===== config.mk =====
export PLATFORM = sky130hd
export DESIGN_NAME = rr_grant_arbiter_flat
export DESIGN_NICKNAME = d
export VERILOG_FILES = /design/src/rtl/dec_pkg.sv /design/src/rtl/rr_grant_arbiter_if.sv /design/src/rtl/rr_prio_enc.sv /design/src/rtl/rr_grant_arbiter.sv /design/src/flat_wrapper.sv
export SDC_FILE = /design/constraint.sdc
export NUM_CORES = 1
export LEC_CHECK = 0
export CELL_PAD_IN_SITES_DETAIL_PLACEMENT = 1
export CELL_PAD_IN_SITES_GLOBAL_PLACEMENT = 2
export CORE_MARGIN = 2
export CORE_UTILIZATION = 27
export DETAILED_ROUTE_END_ITERATION = 6
export PLACE_DENSITY = 0.86
export SYNTH_ARGS = -nofsm -noshare
export SYNTH_HDL_FRONTEND = slang
export SYNTH_HIERARCHICAL = 1
export SYNTH_SLANG_ARGS = --single-unit

===== constraint.sdc =====
create_clock -name clk -period 4.65 [get_ports clk]
set_clock_uncertainty 0.2 [all_clocks]
set_input_delay 0.93 -clock clk [delete_from_list [all_inputs] [get_ports clk]]
set_output_delay 0.93 -clock clk [all_outputs]
set_load 0.1 [all_outputs]

===== src/rtl/dec_pkg.sv =====
// Shared definitions for the round-robin arbiter and the downstream decoder stage.
// Latency: n/a (types and constants only).
// Backpressure: n/a.
package dec_pkg;

    // Requester count and matching index width; the decoder stage uses the same values.
    localparam int DEC_N     = 32;
    localparam int DEC_IDX_W = 5;

    // IDLE: no grant outstanding. HOLD: grant_idx is valid and waiting for acceptance.
    typedef enum logic {
        ARB_IDLE = 1'b0,
        ARB_HOLD = 1'b1
    } arb_state_t;

endpackage : dec_pkg


===== src/rtl/rr_grant_arbiter_if.sv =====
// Request/grant bundle between requesters, the arbiter and the grant consumer.
// Latency: n/a (wires only).
// Backpressure: grant_ready from the consumer holds the grant stable.
interface rr_grant_arbiter_if
    import dec_pkg::*;
#(
    parameter int N     = DEC_N,
    parameter int IDX_W = $clog2(N)
);
    logic [N-1:0]     req;
    logic             grant_ready;
    logic             grant_valid;
    logic [IDX_W-1:0] grant_idx;
    logic [IDX_W-1:0] ptr_dbg;

    // Arbiter side: consumes requests and ready, produces the grant.
    modport slave (
        input  req,
        input  grant_ready,
        output grant_valid,
        output grant_idx,
        output ptr_dbg
    );

    // Environment side: drives requests and ready, observes the grant.
    modport master (
        output req,
        output grant_ready,
        input  grant_valid,
        input  grant_idx,
        input  ptr_dbg
    );
endinterface : rr_grant_arbiter_if


===== src/rtl/rr_prio_enc.sv =====
// Round-robin priority encoder: lowest set req bit at index >= ptr, else lowest set bit overall.
// Latency: combinational.
// Backpressure: none; pure function of req and ptr.
module rr_prio_enc
    import dec_pkg::*;
#(
    parameter int N     = DEC_N,
    parameter int IDX_W = $clog2(N)
) (
    input  logic [N-1:0]     req_i,
    input  logic [IDX_W-1:0] ptr_i,
    output logic             found_o,
    output logic [IDX_W-1:0] idx_o
);

    logic [N-1:0]     mask;
    logic [N-1:0]     req_masked;
    logic             m_found;
    logic [IDX_W-1:0] m_idx;
    logic [IDX_W-1:0] u_idx;

    // Bits at or above ptr take priority; the unmasked search covers the wrap.
    assign mask       = ~((N'(1) << ptr_i) - N'(1));
    assign req_masked = req_i & mask;

    // Find-first-set over the masked vector (upper part of the ring).
    always_comb begin
        m_found = 1'b0;
        m_idx   = '0;
        for (int i = N - 1; i >= 0; i--) begin
            if (req_masked[i]) begin
                m_found = 1'b1;
                m_idx   = IDX_W'(i);
            end
        end
    end

    // Find-first-set over the full vector, used when nothing sits at or above ptr.
    always_comb begin
        u_idx = '0;
        for (int i = N - 1; i >= 0; i--) begin
            if (req_i[i]) begin
                u_idx = IDX_W'(i);
            end
        end
    end

    assign found_o = |req_i;
    assign idx_o   = m_found ? m_idx : u_idx;

endmodule : rr_prio_enc


===== src/rtl/rr_grant_arbiter.sv =====
// Round-robin arbiter over N request lines with registered grant index and valid/ready handshake.
// Latency: request seen at edge k gives grant_valid after edge k; one grant per cycle back-to-back.
// Backpressure: grant_ready low freezes grant_idx and ptr; grants are never retracted.
module rr_grant_arbiter
    import dec_pkg::*;
#(
    parameter int N     = DEC_N,
    parameter int IDX_W = $clog2(N)
) (
    input  logic               clk,
    input  logic               rst,
    rr_grant_arbiter_if.slave  arb
);

    arb_state_t       state_q, state_d;
    logic [IDX_W-1:0] grant_idx_q, grant_idx_d;
    logic [IDX_W-1:0] ptr_q, ptr_d;

    logic [IDX_W-1:0] ptr_next_acc;
    logic [IDX_W-1:0] enc_ptr;
    logic             win_found;
    logic [IDX_W-1:0] win_idx;

    // Pointer that takes effect if the outstanding grant is accepted this cycle.
    assign ptr_next_acc = grant_idx_q + IDX_W'(1);

    // In HOLD the only winner that matters is the back-to-back one after acceptance,
    // so a single encoder is shared between the IDLE and HOLD searches.
    assign enc_ptr = (state_q == ARB_HOLD) ? ptr_next_acc : ptr_q;

    rr_prio_enc #(
        .N     (N),
        .IDX_W (IDX_W)
    ) u_prio_enc (
        .req_i   (arb.req),
        .ptr_i   (enc_ptr),
        .found_o (win_found),
        .idx_o   (win_idx)
    );

    // Next-state logic: issue a grant from IDLE, advance on acceptance in HOLD.
    always_comb begin
        state_d     = state_q;
        grant_idx_d = grant_idx_q;
        ptr_d       = ptr_q;
        unique case (state_q)
            ARB_IDLE: begin
                if (win_found) begin
                    grant_idx_d = win_idx;
                    state_d     = ARB_HOLD;
                end
            end
            ARB_HOLD: begin
                if (arb.grant_ready) begin
                    ptr_d = ptr_next_acc;
                    if (win_found) begin
                        grant_idx_d = win_idx;
                    end else begin
                        state_d = ARB_IDLE;
                    end
                end
            end
            default: begin
                state_d = ARB_IDLE;
            end
        endcase
    end

    // State, grant and pointer registers; reset drops any pending grant.
    always_ff @(posedge clk) begin
        if (rst) begin
            state_q     <= ARB_IDLE;
            grant_idx_q <= '0;
            ptr_q       <= '0;
        end else begin
            state_q     <= state_d;
            grant_idx_q <= grant_idx_d;
            ptr_q       <= ptr_d;
        end
    end

    assign arb.grant_valid = (state_q == ARB_HOLD);
    assign arb.grant_idx   = grant_idx_q;
    assign arb.ptr_dbg     = ptr_q;

endmodule : rr_grant_arbiter

===== src/flat_wrapper.sv =====
// flat-port wrapper written by rule: the top's interface ports become plain ports
module rr_grant_arbiter_flat import dec_pkg::*;
#(
    parameter int N     = DEC_N,
    parameter int IDX_W = $clog2(N)
)
  (clk, rst, arb_req, arb_grant_ready, arb_grant_valid, arb_grant_idx, arb_ptr_dbg);
  rr_grant_arbiter_if #(.N(N), .IDX_W(IDX_W)) arb_i ();
  input  logic clk;
  input  logic rst;
  input wire logic [$bits(arb_i.req)-1:0] arb_req;
  input wire logic [$bits(arb_i.grant_ready)-1:0] arb_grant_ready;
  output wire logic [$bits(arb_i.grant_valid)-1:0] arb_grant_valid;
  output wire logic [$bits(arb_i.grant_idx)-1:0] arb_grant_idx;
  output wire logic [$bits(arb_i.ptr_dbg)-1:0] arb_ptr_dbg;
  assign arb_i.req = arb_req;
  assign arb_i.grant_ready = arb_grant_ready;
  assign arb_grant_valid = arb_i.grant_valid;
  assign arb_grant_idx = arb_i.grant_idx;
  assign arb_ptr_dbg = arb_i.ptr_dbg;
  rr_grant_arbiter #(.N(N), .IDX_W(IDX_W)) u_core (.clk(clk), .rst(rst), .arb(arb_i));
endmodule

---- Word level (Yosys, flattened, before mapping) ----
Cells that the tools add are included.
storage, ports and cells
  register bits ........................... 11
cells by class
  shift operators ......................... 1
  muxes and demuxes ....................... 104
  add/subtract/negate cells ............... 2
  bitwise operators ....................... 3
  reductions and logical operators ........ 2
  eq/ne operators ......................... 1
operators with widths
  operator                                                               count
  5-bit two-way mux                                                      68
  1-bit two-way mux                                                      34
  32-bit bitwise AND                                                     1
  32-bit inverter                                                        1
  32-bit OR reduction                                                    1
  1-bit by 5-bit << shifter with 32-bit output (first input constant)    1
  32-bit by 2-bit subtractor with 32-bit output (second input constant)  1
  5-bit one-hot mux with 2 select lines                                  1
  5-bit by 1-bit adder with 5-bit output (second input constant)         1
  2-bit != test (second input constant)                                  1
  1-bit one-hot mux with 2 select lines                                  1
  2-bit AND reduction                                                    1
  1-bit inverter                                                         1

---- Depth between registers and ports, before layout ----
  depth in word-level cells ............... 42
  depth in mapped cells ................... 20
  depth with buffers taken out ............ 18

---- Hierarchy ----
The synthesis kept the hierarchy.
by module, submodules not included
  module            cells each  area each (sq um)  instances
  rr_prio_enc       253         1,467.7            1
  rr_grant_arbiter  59          519.2              1

---- Worst setup path before layout ----
Ideal clock, no wire load.
  path type ............................... reg2reg
  start point ............................. reg u_core.grant_idx_q[0], in the netlist u_core/arb.grant_idx[0]
  end point ............................... reg u_core.grant_idx_q[0], in the netlist u_core/arb.grant_idx[0]
  clock period less this slack ............ 5.005 ns
  arrival time ............................ 4.733 ns
  path buffers ............................ 2
  data required time ...................... 4.378 ns
  slack ................................... -0.355 ns
  cell stages (with the launch flop) ...... 20
  cell sequence ........................... dfxtp_1 ha_1 nand3_1 xor2_1 a21oi_1 buf_2 nor3_1 nand2_1 ha_1 buf_6 or3_4 a22o_1 a21oi_2 o21ai_1 or3_4 nor4_4 nand3_2 o32ai_1 nand3_1 a21oi_1
on the way
  word-level cells in the longest chain between the ends .. 42
ends and longest elaborated chain
  what                                                                  line                                            text
  start, declared                                                       rr_grant_arbiter.sv:16                          logic [IDX_W-1:0] grant_idx_q, grant_idx_d;
  start signal, assigned                                                rr_grant_arbiter.sv:77                          grant_idx_q <= grant_idx_d;
  5-bit by 1-bit adder with 5-bit output (*)                            rr_grant_arbiter.sv:25                          assign ptr_next_acc = grant_idx_q + IDX_W'(1);
  5-bit two-way mux (*)                                                 rr_grant_arbiter.sv:29                          assign enc_ptr = (state_q == ARB_HOLD) ? ptr_next_acc : ptr_q;
  net u_core.enc_ptr[4]                                                 rr_grant_arbiter.sv:20                          logic [IDX_W-1:0] enc_ptr;
  1-bit by 5-bit << shifter with 32-bit output (*)                      rr_prio_enc.sv:23                               assign mask = ~((N'(1) << ptr_i) - N'(1));
  32-bit by 2-bit subtractor with 32-bit output (*)                     rr_prio_enc.sv:23
  32-bit inverter (*)                                                   rr_prio_enc.sv:23
  32-bit bitwise AND (*)                                                rr_prio_enc.sv:24                               assign req_masked = req_i & mask;
  5-bit two-way mux or 1-bit two-way mux (tied branches) (32 in a row)  rr_prio_enc.sv:31                               if (req_masked[i]) begin
  5-bit two-way mux (*)                                                 rr_prio_enc.sv:49                               assign idx_o = m_found ? m_idx : u_idx;
  net u_core.win_idx[0]                                                 rr_grant_arbiter.sv:22                          logic [IDX_W-1:0] win_idx;
  5-bit two-way mux (*)                                                 rr_grant_arbiter.sv:48, rr_grant_arbiter.sv:56
  5-bit two-way mux                                                     rr_grant_arbiter.sv:54                          if (arb.grant_ready) begin
  5-bit one-hot mux with 2 select lines (*)                             rr_grant_arbiter.sv:46                          unique case (state_q)
The timed path passes the listed nets; every way through them passes the cells marked *. The select of a mux whose other input is x is not followed.
A chain may end at the register's enable or synchronous reset.

---- Worst setup path in the final report ----
Same ends and word-level chain as after synthesis.

==> flow_summary.yaml <==
die:
  fp.dieH_um: 89.8
  start_util_pct: 27.7
  fp.dieW_um: 89.8
  pin_count: 46
  rows: 31
  core_area_mm2: 0.00718
  die-area_mm2: 0.00806
worst_setup_path:
  crit_top_cell: "or3_4"
  slowest_stage: "or3_4"
  reg2reg_depth: 18
  cp.depth: 18
  worst_r2r_startpoint: "u_core/arb.grant_idx[0]$_SDFFE_PP0P_"
  critPathMaxStageDelay_ns: 0.44
  cp_top_family: "simple AND/OR/NAND/NOR gates"
  cp.required_ns: 4.61
  worstPathMaxFanout: 9
  reg2reg_to: "u_core/arb.grant_idx[0]$_SDFFE_PP0P_"
  crit_buf_inv: 0
  cp-end-kind: "flop"
  r2r_slack_ns: 0.26
  critical_path_arrival_ns: 4.35
  path_cells: "ha_1, nand3_1, xor2_2, a21oi_2, or3_4, nor2_1, nand2_1, ha_2, or3_4, a22o_1, a21oi_2, o21ai_1, or3_4, nor4_4, nand3_2, o32ai_1, nand3_1, a21oi_1"
  path_class: "flop to flop"
  cp-start-kind: "flop"
synthesis:
  synth-xor-area-share_pct: 1.76
  synth_mux_area_share_pct: 1.57
  synth_fp_nets: 349
  synth_compound_area_share_pct: 39.9
  synth_top_family_by_area: "compound AO/OA/AOI/OAI gates"
  ys_async_sr_fraction_pct: 0
  synthSimpleGateAreaFrac_pct: 37.3
  yosys.area_share.adder_pct: 1.26
  syn_inst: 312
  synth_area_per_cell_um2: 6.37
  synth_cell_types: 60
  synth_ff_type: "dfxtp_1"
  synth_area_mm2: 0.00199
  synth_edf_count: 0
  ys_ff_latch: 11
  ys_seq_area_share_pct: 11.1
  yosys_warnings: 6
drt:
  routedWlPerCell_um: 18.7
  drt-initial-drc-count: 169
  ant_nets: 0
  first_pass_iters: 5
  via_per_inst: 5.78
  route.detailed.drc: 0
  wl_mm: 8.48
  vias: 2619
place:
  dp_hpwl_mm: 6.60
  io_buffer_count: 45
  placed_cells: 449
  placed_area_mm2: 0.00254
  gp_congestion: 0.876
worst_hold_path:
  whs_path_depth: 1
  hold_end: "u_core/arb.ptr_dbg[0]$_SDFFE_PP0P_"
  hp-class: "flop to flop"
  hold_start: "u_core/arb.grant_idx[0]$_SDFFE_PP0P_"
power:
  pwr-share-seq_pct: 16.0
  leakagePower_nw: 0.889
  combPwrFrac_pct: 71.6
  p_switching_mw: 0.426
  ir_drop_mv: 0.257
  intPower_mw: 0.363
  netSwitchingFraction_pct: 54.0
  clock_power_share_pct: 12.4
  pwr_density_cell_mw_per_mm2: 301
cts:
  post_cts_buffers: 0
  clk_path_buf_depth: 2
  worstSkewPairLatency_ns: 0.24
  cts_tree: "done"
  cts-buffers-inserted: 3
  path_clk_slew_ns: 0.05
  cts_max_level: 1
  clockRootBuffer: "clkbuf_8"
  clkSinkCount: 11
global_route:
  track_usage_pct: 20.6
  grt_max_degree: 25
  grt_first_pass_wirelength_mm: 13.9
  grt_pass1_vias: 2677
  grt_overflow_total: 0
  grt_antenna_before_repair: 0
sta:
  slew_viol_final: 0
  hold_slack_ns: 0.323
  setup_violations: 0
  min_period_over_period_pct: 94.3
  timing_hold_violations_final: 0
  slew_headroom_pct: 34.6
  tns_ns: 0
  worst_pin_slew_ns: 0.978
  layout_min_cycle_time_ns: 4.39
  timing.fmax_mhz: 228
final_layout:
  area_delta_synth_final_pct: 32.0
  finalInstanceArea_mm2: 0.00262
  drive_above_1_share_pct: 11.0
  regArea_um2: 226
  multiInputGateArea_mm2: 0.00166
  diodes: 0
  instances_no_fill: 453
  nets: 392
  fill_cells: 940
outcome:
  status: "finished clean"
job:
  maxCapViolCount: 0
==> repair_timing <==
| action | in CTS | in global routing |
|---|---|---|
| gates resized for setup | 0 | 7 |
| hold buffers | 0 | 0 |
| setup endpoints to repair | 0 | 4 |
==> placed cells by master, fill, tap and decap left out, drive strengths merged, types with 6 or more instances in the layout <==
cell	count
clkdlybuf4s50	45
a21oi	25
a211oi	10
o21ai	32
dfxtp	11
o211ai	6
nor3	14
buf	8
and2	6
nor2	41
inv	14
nor4	13
nand2	27
nand3	21
==> flip-flops by register name, indices dropped and copies added, names as in the netlist <==
register	count
u_core/arb.ptr_dbg	5
u_core/arb.grant_valid	1
u_core/arb.grant_idx	5
==> kinds of logic after synthesis <==
group / Yosys count
flip-flops: 11
multiplexers: 3
AND/OR/NAND/NOR: 145
XOR/XNOR: 4
buffers and inverters: 29
adder cells (fa/ha/maj): 2
AO/OA/AOI/OAI: 118
==> per-stage QoR <==
stage	utilization [%]	power, mW	setup WS (ns)
5_1_grt	36.5	0.843	-0.00639
3_5_place_dp	35.4	0.673	0.221
3_3_place_gp	35.4	0.667	0.298
6_report	36.5	0.790	0.265
2_1_floorplan	-	0.513	0.0321
4_1_cts	36.0	0.777	0.205
==> Yosys cell counts (6+ instances only) <==
master / number / area [um^2]
nor2_1: 41 / 154
o21ai_0: 31 / 155
nand2_1: 27 / 101
a21oi_1: 24 / 120
nand3_1: 20 / 100
inv_1: 14 / 52.6
nor3_1: 13 / 65.1
nor4_1: 12 / 75.1
dfxtp_1: 11 / 220
buf_2: 9 / 45.0
a211oi_1: 6 / 45.0
and2_1: 6 / 37.5
o211ai_1: 6 / 45.0
==> area by class of cell <==
cell class | instances | area share (%)
Multi-Input combinational cell | 272 | 63.5
Inverter | 14 | 2.00
Clock buffer | 4 | 1.72
Tap cell | 99 | 4.72
Sequential cell | 11 | 8.64
Timing Repair Buffer | 53 | 19.5
==> power groups by stage <==
stage	registers (mW)	clock network (mW)	logic, mW
6_report	0.126	0.0980	0.565
5_1_grt	0.128	0.105	0.610
4_1_cts	0.126	0.101	0.550
3_5_place_dp	0.127	0	0.546
3_3_place_gp	0.125	0	0.542
2_1_floorplan	0.209	0	0.305
==> worst max path at each step <==
| stage | start | end | slack [ns] |
|---|---|---|---|
| 3_3_place_gp | u_core/arb.grant_idx[0]$_SDFFE_PP0P_ | u_core/arb.grant_idx[3]$_SDFFE_PP0P_ | 0.30 |
| 2_1_floorplan | u_core/arb.grant_idx[0]$_SDFFE_PP0P_ | u_core/arb.grant_idx[0]$_SDFFE_PP0P_ | 0.03 |
| 3_5_place_dp | u_core/arb.grant_idx[0]$_SDFFE_PP0P_ | u_core/arb.grant_idx[0]$_SDFFE_PP0P_ | 0.22 |
| 4_1_cts | u_core/arb.grant_idx[0]$_SDFFE_PP0P_ | u_core/arb.grant_idx[0]$_SDFFE_PP0P_ | 0.20 |
| 6_report | u_core/arb.grant_idx[0]$_SDFFE_PP0P_ | u_core/arb.grant_idx[0]$_SDFFE_PP0P_ | 0.26 |
| 5_1_grt | u_core/arb.grant_idx[0]$_SDFFE_PP0P_ | u_core/arb.grant_idx[0]$_SDFFE_PP0P_ | -0.006 |
==> layer usage <==
layer	track usage, %	vias up	share of wire (%)	wire length (um)
met4	4.36	0	1.7	143
met2	34.9	92	47	3990
li1	-	1266	-	-
met5	0	-	0	0
met3	2.51	12	4.9	414
met1	28.2	1249	46	3930
No activity file was read; power rests on OpenSTA's default activity.
